## config.mk

```make
export PLATFORM = sky130hd
export DESIGN_NAME = sub_result_stage_flat
export DESIGN_NICKNAME = d
export VERILOG_FILES = /design/src/rtl/sub_result_if.sv /design/src/rtl/sub_result_stage.sv /design/src/flat_wrapper.sv
export SDC_FILE = /design/constraint.sdc
export NUM_CORES = 1
export LEC_CHECK = 0
export ABC_CLOCK_PERIOD_IN_PS = 2200
export BUFFER_PORTS_ARGS = -buffer_cell sky130_fd_sc_hd__buf_2
export CAP_MARGIN = 20
export CORE_UTILIZATION = 48
export CTS_BUF_LIST = sky130_fd_sc_hd__clkbuf_8
export CTS_CLUSTER_SIZE = 25
export DETAILED_ROUTE_END_ITERATION = 10
export GPL_ROUTABILITY_DRIVEN = 0
export PLACE_DENSITY = 0.87
export SYNTH_ARGS = -nofsm -noshare
export SYNTH_HDL_FRONTEND = slang
export SYNTH_SLANG_ARGS = --single-unit
```

## constraint.sdc

```tcl
create_clock -name clk -period 2.2 [get_ports clk]
set_clock_uncertainty 0.15 [all_clocks]
set_input_delay 0.11 -clock clk [delete_from_list [all_inputs] [get_ports clk]]
set_output_delay 0.11 -clock clk [all_outputs]
set_load 0.01 [all_outputs]
```

## src/rtl/sub_result_if.sv

```systemverilog
// Handshake bundle between the SUB unit, the result stage and the writeback consumer.
interface sub_result_if #(
  parameter int WIDTH = 8,
  parameter int CNT_W = 8
);
  logic             in_valid;
  logic             in_ready;
  logic [WIDTH-1:0] in_opA;
  logic [WIDTH-1:0] in_opB;
  logic [WIDTH-1:0] in_result;
  logic             out_valid;
  logic             out_ready;
  logic [WIDTH-1:0] out_result;
  logic             out_zero;
  logic             out_neg;
  logic             out_borrow;
  logic             out_ovf;
  logic [CNT_W-1:0] out_count;

  // master: SUB datapath plus consumer side; slave: the result stage itself
  modport master (
    output in_valid, in_opA, in_opB, in_result, out_ready,
    input  in_ready, out_valid, out_result, out_zero, out_neg, out_borrow, out_ovf, out_count
  );
  modport slave (
    input  in_valid, in_opA, in_opB, in_result, out_ready,
    output in_ready, out_valid, out_result, out_zero, out_neg, out_borrow, out_ovf, out_count
  );
endinterface

```

## src/rtl/sub_result_stage.sv

```systemverilog
// Two-entry result buffer behind the SUB unit: captures the difference, derives
// zero/neg/borrow/ovf flags at push time, and counts delivered results.
module sub_result_stage #(
  parameter int WIDTH = 8,
  parameter int CNT_W = 8
) (
  input  logic        clk,
  input  logic        rst,
  sub_result_if.slave bus
);
  localparam int MSB = WIDTH - 1;

  typedef enum logic [1:0] {EMPTY, ONE, FULL} occ_e;

  typedef struct packed {
    logic [WIDTH-1:0] result;
    logic             zero;
    logic             neg;
    logic             borrow;
    logic             ovf;
  } entry_t;

  occ_e             state_q, state_d;
  entry_t           head_q, tail_q, new_e;
  logic             push, pop;
  logic             ld_head_new, ld_head_tail, ld_tail;
  logic [CNT_W-1:0] cnt_q;

  always_comb begin
    new_e.result = bus.in_result;
    new_e.zero   = (bus.in_result == '0);
    new_e.neg    = bus.in_result[MSB];
    new_e.borrow = (bus.in_opA < bus.in_opB);
    new_e.ovf    = (bus.in_opA[MSB] != bus.in_opB[MSB]) &&
                   (bus.in_result[MSB] != bus.in_opA[MSB]);
  end

  // in_ready comes from occupancy only, so upstream never waits on out_ready
  assign bus.in_ready  = ~rst & (state_q != FULL);
  assign bus.out_valid = (state_q != EMPTY);
  assign push = bus.in_valid & bus.in_ready;
  assign pop  = bus.out_valid & bus.out_ready;

  always_comb begin
    state_d      = state_q;
    ld_head_new  = 1'b0;
    ld_head_tail = 1'b0;
    ld_tail      = 1'b0;
    case (state_q)
      EMPTY: if (push) begin
        state_d     = ONE;
        ld_head_new = 1'b1;
      end
      ONE: case ({push, pop})
        2'b10: begin
          state_d = FULL;
          ld_tail = 1'b1;
        end
        2'b01:   state_d = EMPTY;
        2'b11:   ld_head_new = 1'b1;
        default: state_d = ONE;
      endcase
      FULL: if (pop) begin
        state_d      = ONE;
        ld_head_tail = 1'b1;
      end
      default: state_d = EMPTY;
    endcase
  end

  always_ff @(posedge clk or posedge rst) begin
    if (rst) state_q <= EMPTY;
    else     state_q <= state_d;
  end

  // head is the output register; it keeps the last popped entry while empty
  always_ff @(posedge clk or posedge rst) begin
    if (rst) begin
      head_q <= '0;
      tail_q <= '0;
    end else begin
      if (ld_head_new)       head_q <= new_e;
      else if (ld_head_tail) head_q <= tail_q;
      if (ld_tail)           tail_q <= new_e;
    end
  end

  always_ff @(posedge clk or posedge rst) begin
    if (rst)      cnt_q <= '0;
    else if (pop) cnt_q <= cnt_q + 1'b1;
  end

  assign bus.out_result = head_q.result;
  assign bus.out_zero   = head_q.zero;
  assign bus.out_neg    = head_q.neg;
  assign bus.out_borrow = head_q.borrow;
  assign bus.out_ovf    = head_q.ovf;
  assign bus.out_count  = cnt_q;
endmodule

```

## src/flat_wrapper.sv

```systemverilog
// flat-port wrapper written by rule: the top's interface ports become plain ports
module sub_result_stage_flat 
#(
  parameter int WIDTH = 8,
  parameter int CNT_W = 8
)
  (clk, rst, bus_in_valid, bus_in_opA, bus_in_opB, bus_in_result, bus_out_ready, bus_in_ready, bus_out_valid, bus_out_result, bus_out_zero, bus_out_neg, bus_out_borrow, bus_out_ovf, bus_out_count);
  sub_result_if #(.WIDTH(WIDTH), .CNT_W(CNT_W)) bus_i ();
  input  logic clk;
  input  logic rst;
  input wire logic [$bits(bus_i.in_valid)-1:0] bus_in_valid;
  input wire logic [$bits(bus_i.in_opA)-1:0] bus_in_opA;
  input wire logic [$bits(bus_i.in_opB)-1:0] bus_in_opB;
  input wire logic [$bits(bus_i.in_result)-1:0] bus_in_result;
  input wire logic [$bits(bus_i.out_ready)-1:0] bus_out_ready;
  output wire logic [$bits(bus_i.in_ready)-1:0] bus_in_ready;
  output wire logic [$bits(bus_i.out_valid)-1:0] bus_out_valid;
  output wire logic [$bits(bus_i.out_result)-1:0] bus_out_result;
  output wire logic [$bits(bus_i.out_zero)-1:0] bus_out_zero;
  output wire logic [$bits(bus_i.out_neg)-1:0] bus_out_neg;
  output wire logic [$bits(bus_i.out_borrow)-1:0] bus_out_borrow;
  output wire logic [$bits(bus_i.out_ovf)-1:0] bus_out_ovf;
  output wire logic [$bits(bus_i.out_count)-1:0] bus_out_count;
  assign bus_i.in_valid = bus_in_valid;
  assign bus_i.in_opA = bus_in_opA;
  assign bus_i.in_opB = bus_in_opB;
  assign bus_i.in_result = bus_in_result;
  assign bus_i.out_ready = bus_out_ready;
  assign bus_in_ready = bus_i.in_ready;
  assign bus_out_valid = bus_i.out_valid;
  assign bus_out_result = bus_i.out_result;
  assign bus_out_zero = bus_i.out_zero;
  assign bus_out_neg = bus_i.out_neg;
  assign bus_out_borrow = bus_i.out_borrow;
  assign bus_out_ovf = bus_i.out_ovf;
  assign bus_out_count = bus_i.out_count;
  sub_result_stage #(.WIDTH(WIDTH), .CNT_W(CNT_W)) u_core (.clk(clk), .rst(rst), .bus(bus_i));
endmodule
```

; Word level (Yosys, flattened, before mapping)
; Cells that the tools add are included.
[word_totals]
latch_bits = 0
reg_bits = 34
memories = 0
output_inout_bits = 22
rom_bits = 0
input_bits = 28
ram_bits = 0
wordCells = 48
[classes]
n_eq_ne = 11
addsub = 1
reduce_logical = 6
muxes = 13
magnitude_cmp = 1
shifts = 0
div = 0
bitwise_logic = 4
n_mul = 0
[op_table]
columns = cell, n
row1 = 2-to-1 mux 12 bit, 2
row2 = case mux 2 bit (3 select lines), 2
row3 = adder 8 x 1 -> 8 bit (second input constant), 1
row4 = zero test 8 bit, 1
row5 = < comparator 8 bit, 1
row6 = equality test 2 bit (second input constant), 3
row7 = 2-to-1 mux 1 bit, 6
row8 = equality test 2 x 1 -> 1 bit (second input constant), 2
row9 = 2-to-1 mux 2 bit, 2
row10 = != test 2 x 1 -> 1 bit (second input constant), 2
row11 = != test 2 bit (second input constant), 2
row12 = nonzero test 2 bit, 2
row13 = AND 1 bit, 3
row14 = AND reduction 3 bit, 1
row15 = zero test 2 bit, 1
row16 = != test 1 bit, 2
row17 = case mux 1 bit (2 select lines), 1
row18 = logical AND 1 bit, 1
row19 = NOT 1 bit, 1

; Longest topological paths before layout
; Gate-level depths: netlist of the first run.
[depth]
ltp_word = 7
ltp_mapped = 10
depth_no_buf = 8

; Worst setup path after synthesis of the first run
; OpenSTA, ideal clock, no wires.
[synth_path]
path_kind = flip-flop to flip-flop
from = register u_core.state_q[1]
to = register u_core.tail_q[4] (netlist name)
t_required_ns = 1.925
synth_period_minus_slack_ns = 2.287
path_slack_ns = -0.087
arrival_ns = 2.012
path_buffers = 3
setup_time_ns = 0.125
stages_incl_launch_ff = 10
path_cell_list = dfrtp_1 > buf_2 > a21oi_1 > and2_1 > ha_1 > inv_1 > or3_4 > buf_6 > buf_12 > mux2_4
[synth_between]
elab_chain_cells = 6
word_cells_on_any_way = 9
classes_between = 3 x eq/ne / 2 x mux / 3 x bitwise / 1 x reduce/logical
[synth_rtl]
columns = item, line
row1 = "start, declared", sub_result_stage.sv:23  ; occ_e state_q, state_d;
row2 = "start signal, assigned", sub_result_stage.sv:73  ; else state_q <= state_d;
row3 = != test 2 bit, sub_result_stage.sv:39  ; assign bus.in_ready = ~rst & (state_q != FULL);
row4 = AND 1 bit, sub_result_stage.sv:39
row5 = named net bus_in_ready, flat_wrapper.sv:16  ; output wire logic [$bits(bus_i.in_ready)-1:0] bus_in_ready;
row6 = AND 1 bit, sub_result_stage.sv:41  ; assign push = bus.in_valid & bus.in_ready;
row7 = equality test 2 bit, sub_result_stage.sv:54  ; ONE: case ({push, pop})
row8 = 2-to-1 mux 1 bit, sub_result_stage.sv:54
row9 = 2-to-1 mux 1 bit, sub_result_stage.sv:49  ; case (state_q)
row10 = "end signal, assigned", sub_result_stage.sv:84  ; if (ld_tail) tail_q <= new_e;
row11 = "end, declared", sub_result_stage.sv:24  ; entry_t head_q, tail_q, new_e;
; The timed path passes the listed nets, and every way through them passes these cells.
; A chain may end at the register's enable or synchronous reset.

; Worst setup path after layout of the first run
[layout_path]
from = register u_core.state_q[1]
to = register u_core.head_q (netlist bit u_core.bus.out_neg)
[layout_between]
word_cells_on_any_way = 16
classes_between = 4 x eq/ne / 6 x mux / 3 x bitwise / 3 x reduce/logical
[layout_lines]
columns = item, line
row1 = nonzero test 2 bit (*), sub_result_stage.sv:40  ; assign bus.out_valid = (state_q != EMPTY);
row2 = AND 1 bit (*), sub_result_stage.sv:42  ; assign pop = bus.out_valid & bus.out_ready;
row3 = named net u_core.pop, sub_result_stage.sv:25  ; logic push, pop;
row4 = equality test 2 bit, sub_result_stage.sv:54
row5 = 2-to-1 mux 1 bit, sub_result_stage.sv:54
row6 = case mux 1 bit (2 select lines), sub_result_stage.sv:49
row7 = 2-to-1 mux 12 bit / nonzero test 2 bit (equally long branches), -
row8 = "end signal, assigned", sub_result_stage.sv:82  ; if (ld_head_new) head_q <= new_e;
row9 = "end signal, assigned", sub_result_stage.sv:83  ; else if (ld_head_tail) head_q <= tail_q;
row10 = "end, declared", sub_result_stage.sv:24
; The timed path passes the listed nets; every way through them passes the cells marked *.

==> results.txt, run 1 <==
status - finished, final reports clean
CP max stage cell - dfrtp_1
Seq/Total Area, Yosys - 47.9%
net switching power figure - 0.000768 W
internal power - 0.00156 W
final net count - 247
# rows - 21
Pre-antenna DRT Iters - 6
period utilization - 94.3%
Die X - 61.0 um
total global routing track utilization - 20.4%
min-delay worst type - in2reg
fillcell total - 256
TritonCTS clock tree - done
asr flop ratio synth - 100%
CTS Sinks - 32
largest net degree at the start of global routing - 33
H-tree levels - 2
commonest non-fill, non-tap cell in the layout - buf_2
Distinct cells, synth - 40
Worst slew margin - 74.2%
first-pass GRT wire length - 5.35 mm
area share of the largest cell type after synthesis - 47.9%
worst hold slack - 0.0260 ns
wire per inst - 12.8 um
RR Endpoint - u_core.bus.out_neg$_DFFE_PP0P_
min setup slack post-route - 0.126 ns
Clock transition at path regs - 0.06 ns
CTS Buf Count - 5
Top FF cell, synth - dfrtp_1
PD cells - 1080 nW/um2
Worst Tran Pin Value - 0.387 ns
Syn Std Cell Area - 1670 um2
Synth area leader - dfrtp_1
Avg Vias per Cell - 5.09
critical path peak fanout - 6
Tmin final - 2.07 ns
port bufs - 49
FMAX - 482 MHz
synthesized net count - 184
commonest cells after routing, fill and taps aside - 49 x buf_2, 31 x dfrtp_1, 12 x nand2_1
area of the die - 3730 um2
DPL Wire Length - 2.38 mm
Comb power frac - 36.3%
# diodes - 0
Arr. time, crit path - 2.10 ns
placed cell count - 239
antenna violations before repair - 0
Finished Layout Cells - 255
Final Setup Violations - 0
ranking of synthesized cells by area - dfrtp_1 48%, ha_1 7.5%, mux2_4 5.4%
# Post-CTS Setup Buffers - 0
core footprint - 3340 um2
min-delay src - bus_out_ready
starting density of the core - 50.1%
sw frac - 33.0%
FF-to-FF setup slack - 0.13 ns
post-place setup slack - 0.124 ns
reg2reg path depth - 9
Routed Antenna Nets - 0
Max IR drop VDD - 0.639 mV
final setup TNS - 0 ns
I/O Pins - 50
WL final - 3.27 mm
vias - 1,298
Hold Fails Final Rpt - 0
R2R Path Start - u_core.state_q[1]$_DFFE_PP0P_
Die H - 61.0 um
synth warn - 0
Avg Cell Area, Syn - 11.5 um2
latest clock arrival within the worst-skew pair - 0.29 ns
Worst Hold End - u_core.state_q[1]$_DFFE_PP0P_
Worst setup EP type - flop
Clk pwr share - 20.7%
CP Class - reg2reg
share of layout cells above drive strength 1 - 37.8%
initial drt markers - 34
Static Leakage - 1.15 nW
crit-path max cell delay - 0.45 ns
clock tree buffer depth - 2
vias in the first global route - 1,236
Syn Inst Count - 146
number of synthesized register bits - 32
Worst Path Required - 2.22 ns
CP Cell Sequence - or2_4, nand2_2, inv_2, ha_1, nand2_1, a21oi_2, buf_4, a22o_1, a21o_1
synth-to-layout area growth - 28.6%
Slew Limit Fails - 0
CP Launch Type - flop
Post-synth EDFFs - 0
total power - 0.00232 W
# DRC - 0
maxcap violations - 0
hold depth - 4
sequential share of power - 43.0%
gr ovfl total - 0
CTS Root Cell - clkbuf_8
RSZ-0062 raised after global routing - no
-- what timing repair did --
item                                   in CTS  in global routing
hold buffers                                9                  0
endpoints found under the hold margin      41                  0
resized for setup                           0                  1
setup endpoints to repair                   0                  9
-- cells in the mapped netlist (2+ instances only) --
cell type	n
dfrtp_1	32
nor4_1	2
inv_1	11
o21ai_0	2
mux2_4	6
xnor2_1	7
a22o_1	9
ha_1	10
nor2_1	4
buf_4	2
mux2i_1	4
inv_2	2
buf_2	2
mux2_2	3
a21o_1	9
nand2_1	12
nand4_1	3
a21oi_1	4
-- state kept, by name (all words and copies together) (netlist names) --
name and flops:
u_core.state_q 2, u_core.tail_q 11, u_core.bus.out_count 8, u_core.bus.out_result 7, u_core.bus.out_ovf 1, u_core.bus.out_zero 1
u_core.bus.out_neg 1, u_core.bus.out_borrow 1
-- worst max path at each step --
stage | from | endpoint | slack (ns) | cells past startpoint
6_report | u_core.state_q[1]$_DFFE_PP0P_ | u_core.bus.out_neg$_DFFE_PP0P_ | 0.13 | 9
2_1_floorplan | u_core.state_q[1]$_DFFE_PP0P_ | u_core.tail_q[4]$_DFFE_PP0P_ | 0.004 | 9
5_1_grt | u_core.state_q[1]$_DFFE_PP0P_ | u_core.bus.out_result[4]$_DFFE_PP0P_ | 0.01 | 9
3_5_place_dp | u_core.state_q[0]$_DFFE_PP0P_ | u_core.tail_q[6]$_DFFE_PP0P_ | 0.12 | 7
3_3_place_gp | u_core.state_q[0]$_DFFE_PP0P_ | u_core.tail_q[6]$_DFFE_PP0P_ | 0.14 | 7
4_1_cts | u_core.state_q[0]$_DFFE_PP0P_ | u_core.tail_q[6]$_DFFE_PP0P_ | 0.11 | 7
-- cell families after synthesis --
| group | count (synthesis) | synth area share [%] |
|---|---|---|
| buffers and inverters | 19 | 6.28 |
| adder cells (fa/ha/maj) | 10 | 7.48 |
| multiplexers | 13 | 9.80 |
| XOR/XNOR | 8 | 4.19 |
| AO/OA/AOI/OAI | 31 | 13.9 |
| flip-flops | 32 | 47.9 |
| AND/OR/NAND/NOR | 33 | 10.5 |
-- stage by stage --
step	instance area [um2]	utilization (%)
6_report	2150	64.5
3_3_place_gp	1960	58.8
3_5_place_dp	1960	58.8
5_1_grt	2150	64.5
2_1_floorplan	1690	-
4_1_cts	2150	64.4
-- power groups by stage --
stage / clock network [W] / registers, W / logic [W]
4_1_cts: 0.000493 / 0.000993 / 0.000852
5_1_grt: 0.000522 / 0.00103 / 0.000945
6_report: 0.000480 / 0.00100 / 0.000844
3_5_place_dp: 0 / 0.00100 / 0.000827
2_1_floorplan: 0 / 0.00103 / 0.000536
3_3_place_gp: 0 / 0.000991 / 0.000812
-- cell type report --
cell class	instances	area (um2)	share of cell area, %
clock buffer	7	96.3	4.48
inverter	13	48.8	2.27
multi-input combinational	95	781	36.3
sequential	32	802	37.3
tap	46	57.6	2.68
timing repair buffer	62	365	17.0
-- critical path, delay by kind of cell, from the launching register on --
family / cells / cell delay, ns
flip-flops: 1 / 0.45
AO/OA/AOI/OAI: 3 / 0.46
AND/OR/NAND/NOR: 3 / 0.46
buffers and inverters: 2 / 0.23
adder cells (fa/ha/maj): 1 / 0.23
-- layer usage --
| metal | wire (um) | global-route usage (%) |
|---|---|---|
| met5 | 0 | 0 |
| met4 | 94 | 12.7 |
| met3 | 102 | 4.41 |
| met2 | 1610 | 33.1 |
| met1 | 1460 | 24.8 |
(Power assumes the default switching activity.)
==> run 2, diff against run 1 <==
- ABC_CLOCK_PERIOD_IN_PS: 2200 -> 2660
- CORE_UTILIZATION: 48 -> 51
- PLACE_DENSITY: 0.87 -> 0.88
- clock period: 2.2 -> 2.66 ns (I/O delays scaled with it)
==> run 2 against run 1 <==
Fmax shrank 14%. Register-to-register slack gained 0.11 ns. Combinational power shrank 20%. Worst setup slack gained 0.11 ns.
==> results.txt, run 2 (synthesis gave the netlist of run 1 again) <==
status - finished, final reports clean
FMAX - 412 MHz (-14%)
TritonCTS clock tree - done
Register Area - 801 um2 (-0.16%)
period utilization - 91.1% (-3.1 points)
maxcap violations - 0 (unchanged)
reg2reg path depth - 7 (-2)
core footprint - 3080 um2 (-7.8%)
min-delay worst type - in2reg
Largest register FFs - 11 (unchanged)
PD cells - 920 nW/um2 (-15%)
post-cts hold buffer count - 8 (-1)
H-tree levels - 2 (unchanged)
fillcell total - 233 (-9.0%)
port bufs - 49 (unchanged)
Die X - 59.3 um (-2.9%)
Worst setup EP type - flop
hold depth - 2 (-2)
RSZ-0062 raised after global routing - no
CTS resizes - 0 (unchanged)
Arr. time, crit path - 2.45 ns (+0.35 ns)
Static Leakage - 1.15 nW (-0.63%)
Die H - 59.3 um (-2.9%)
DPL Wire Length - 2.43 mm (+1.9%)
clock tree buffer depth - 2 (unchanged)
# Post-CTS Setup Buffers - 0 (unchanged)
# diodes - 0 (unchanged)
latest clock arrival within the worst-skew pair - 0.29 ns (about the same)
R2R Path Start - u_core.state_q[1]$_DFFE_PP0P_
commonest cells after routing, fill and taps aside - 49 x buf_2, 32 x dfrtp_1, 12 x nand2_1, 12 x inv_1, 10 x ha_1
CTS Sinks - 32 (unchanged)
antenna violations before repair - 0 (unchanged)
vias in the first global route - 1,312 (+6.1%)
final setup TNS - 0 ns (unchanged)
Worst Path Required - 2.69 ns (+0.47 ns)
Slew Limit Fails - 0 (unchanged)
Routed Antenna Nets - 0 (unchanged)
starting density of the core - 54.3% (+4.2 points)
area of the die - 3510 um2 (-5.7%)
Tmin final - 2.42 ns (+0.350 ns)
Worst Hold End - u_core.tail_q[2]$_DFFE_PP0P_
Pre-antenna DRT Iters - 4 (-2)
Clock transition at path regs - 0.06 ns (about the same)
fin util - 68.9% (+4.4 points)
multi-input logic area - 767 um2 (-1.8%)
largest net degree at the start of global routing - 23 (-30%)
FF-to-FF setup slack - 0.24 ns (+0.11 ns)
I/O Pins - 50 (unchanged)
CTS Root Cell - clkbuf_8
WL final - 3.36 mm (+2.8%)
share of layout cells above drive strength 1 - 36.2% (-1.6 points)
critical path peak fanout - 12 (+6)
gr ovfl total - 0 (unchanged)
total global routing track utilization - 22.3% (+1.9 points)
synth-to-layout area growth - 26.7%
initial drt markers - 51 (+50%)
Reg with most FFs - u_core.tail_q
Final Setup Violations - 0 (unchanged)
Worst Tran Pin Value - 0.787 ns (+0.401 ns)
Crit. Startpoint - u_core.state_q[1]$_DFFE_PP0P_
Avg Vias per Cell - 5.12 (+0.58%)
CP Launch Type - flop
RR Endpoint - u_core.bus.out_ovf$_DFFE_PP0P_
first-pass GRT wire length - 5.73 mm (+7.1%)
Max IR drop VDD - 0.574 mV (-10%)
CTS Buf Count - 5 (unchanged)
# rows - 20 (-4.8%)
Worst slew margin - 47.5% (-27 points)
wire per inst - 13.4 um (+4.4%)
CP Class - reg2reg
vias - 1,285 (-1.0%)
# DRC - 0 (unchanged)
min-delay src - bus_in_result[7]
Hold Fails Final Rpt - 0 (unchanged)
final net count - 244 (-1.2%)
commonest non-fill, non-tap cell in the layout - buf_2
run 2: how the worst max path moves through the flow:
stage | end | slack, ns | depth (start not counted)
after floorplan | u_core.tail_q[4]$_DFFE_PP0P_ | 0.37 | 9
after global placement | u_core.bus.out_result[5]$_DFFE_PP0P_ | 0.37 | 8
after detailed placement | u_core.bus.out_ovf$_DFFE_PP0P_ | 0.25 | 8
after CTS | u_core.bus.out_ovf$_DFFE_PP0P_ | 0.22 | 8
after global routing | u_core.bus.out_result[5]$_DFFE_PP0P_ | 0.03 | 7
final | u_core.bus.out_ovf$_DFFE_PP0P_ | 0.24 | 7
run 2: area by class of cell:
cell class	count	share of cell area, %
Clock buffer	5	3.25
Clock inverter	3	1.83
Inverter	13	2.30
Multi-Input combinational cell	95	36.2
Sequential cell	32	37.8
Tap cell	44	2.60
Timing Repair Buffer	59	16.1
run 2: metrics by stage:
stage          hold slack (ns)  worst slack [ns]  power [W]  cell area [um2]  std cells
2_1_floorplan           0.0992             0.373    0.00128             1670        146
3_3_place_gp             0.205             0.369    0.00147             1930        235
3_5_place_dp             0.204             0.249    0.00149             1930        235
4_1_cts                0.00817             0.225    0.00196             2120        251
5_1_grt                 0.0277            0.0330    0.00208             2120        251
6_report                0.0175             0.236    0.00195             2120        251
run 2: report_power, final:
group	internal (W)	leakage, nW	total, W	switching (W)
sequential	0.000682	0.397	0.000828	0.000145
clock	0.000274	0.0593	0.000449	0.000175
combinational	0.000352	0.691	0.000672	0.000320
total	0.00131	1.15	0.00195	0.000641
run 2: layer usage:
metal | wire length (um) | global-route usage (%) | vias up
met5 | 0 | 0 | -
met4 | 60 | 8.16 | 0
met3 | 153 | 7.64 | 7
met2 | 1640 | 36.1 | 31
met1 | 1500 | 27.5 | 618
li1 | - | - | 629
run 2: worst max-delay path: stages, from the launching register on:
cell and delay, ns:
dfrtp_1 0.47, a21oi_1 0.22, and2_1 0.18, ha_1 0.21
nand2_1 0.08, a21oi_2 0.55, nor2_2 0.21, a21o_1 0.23
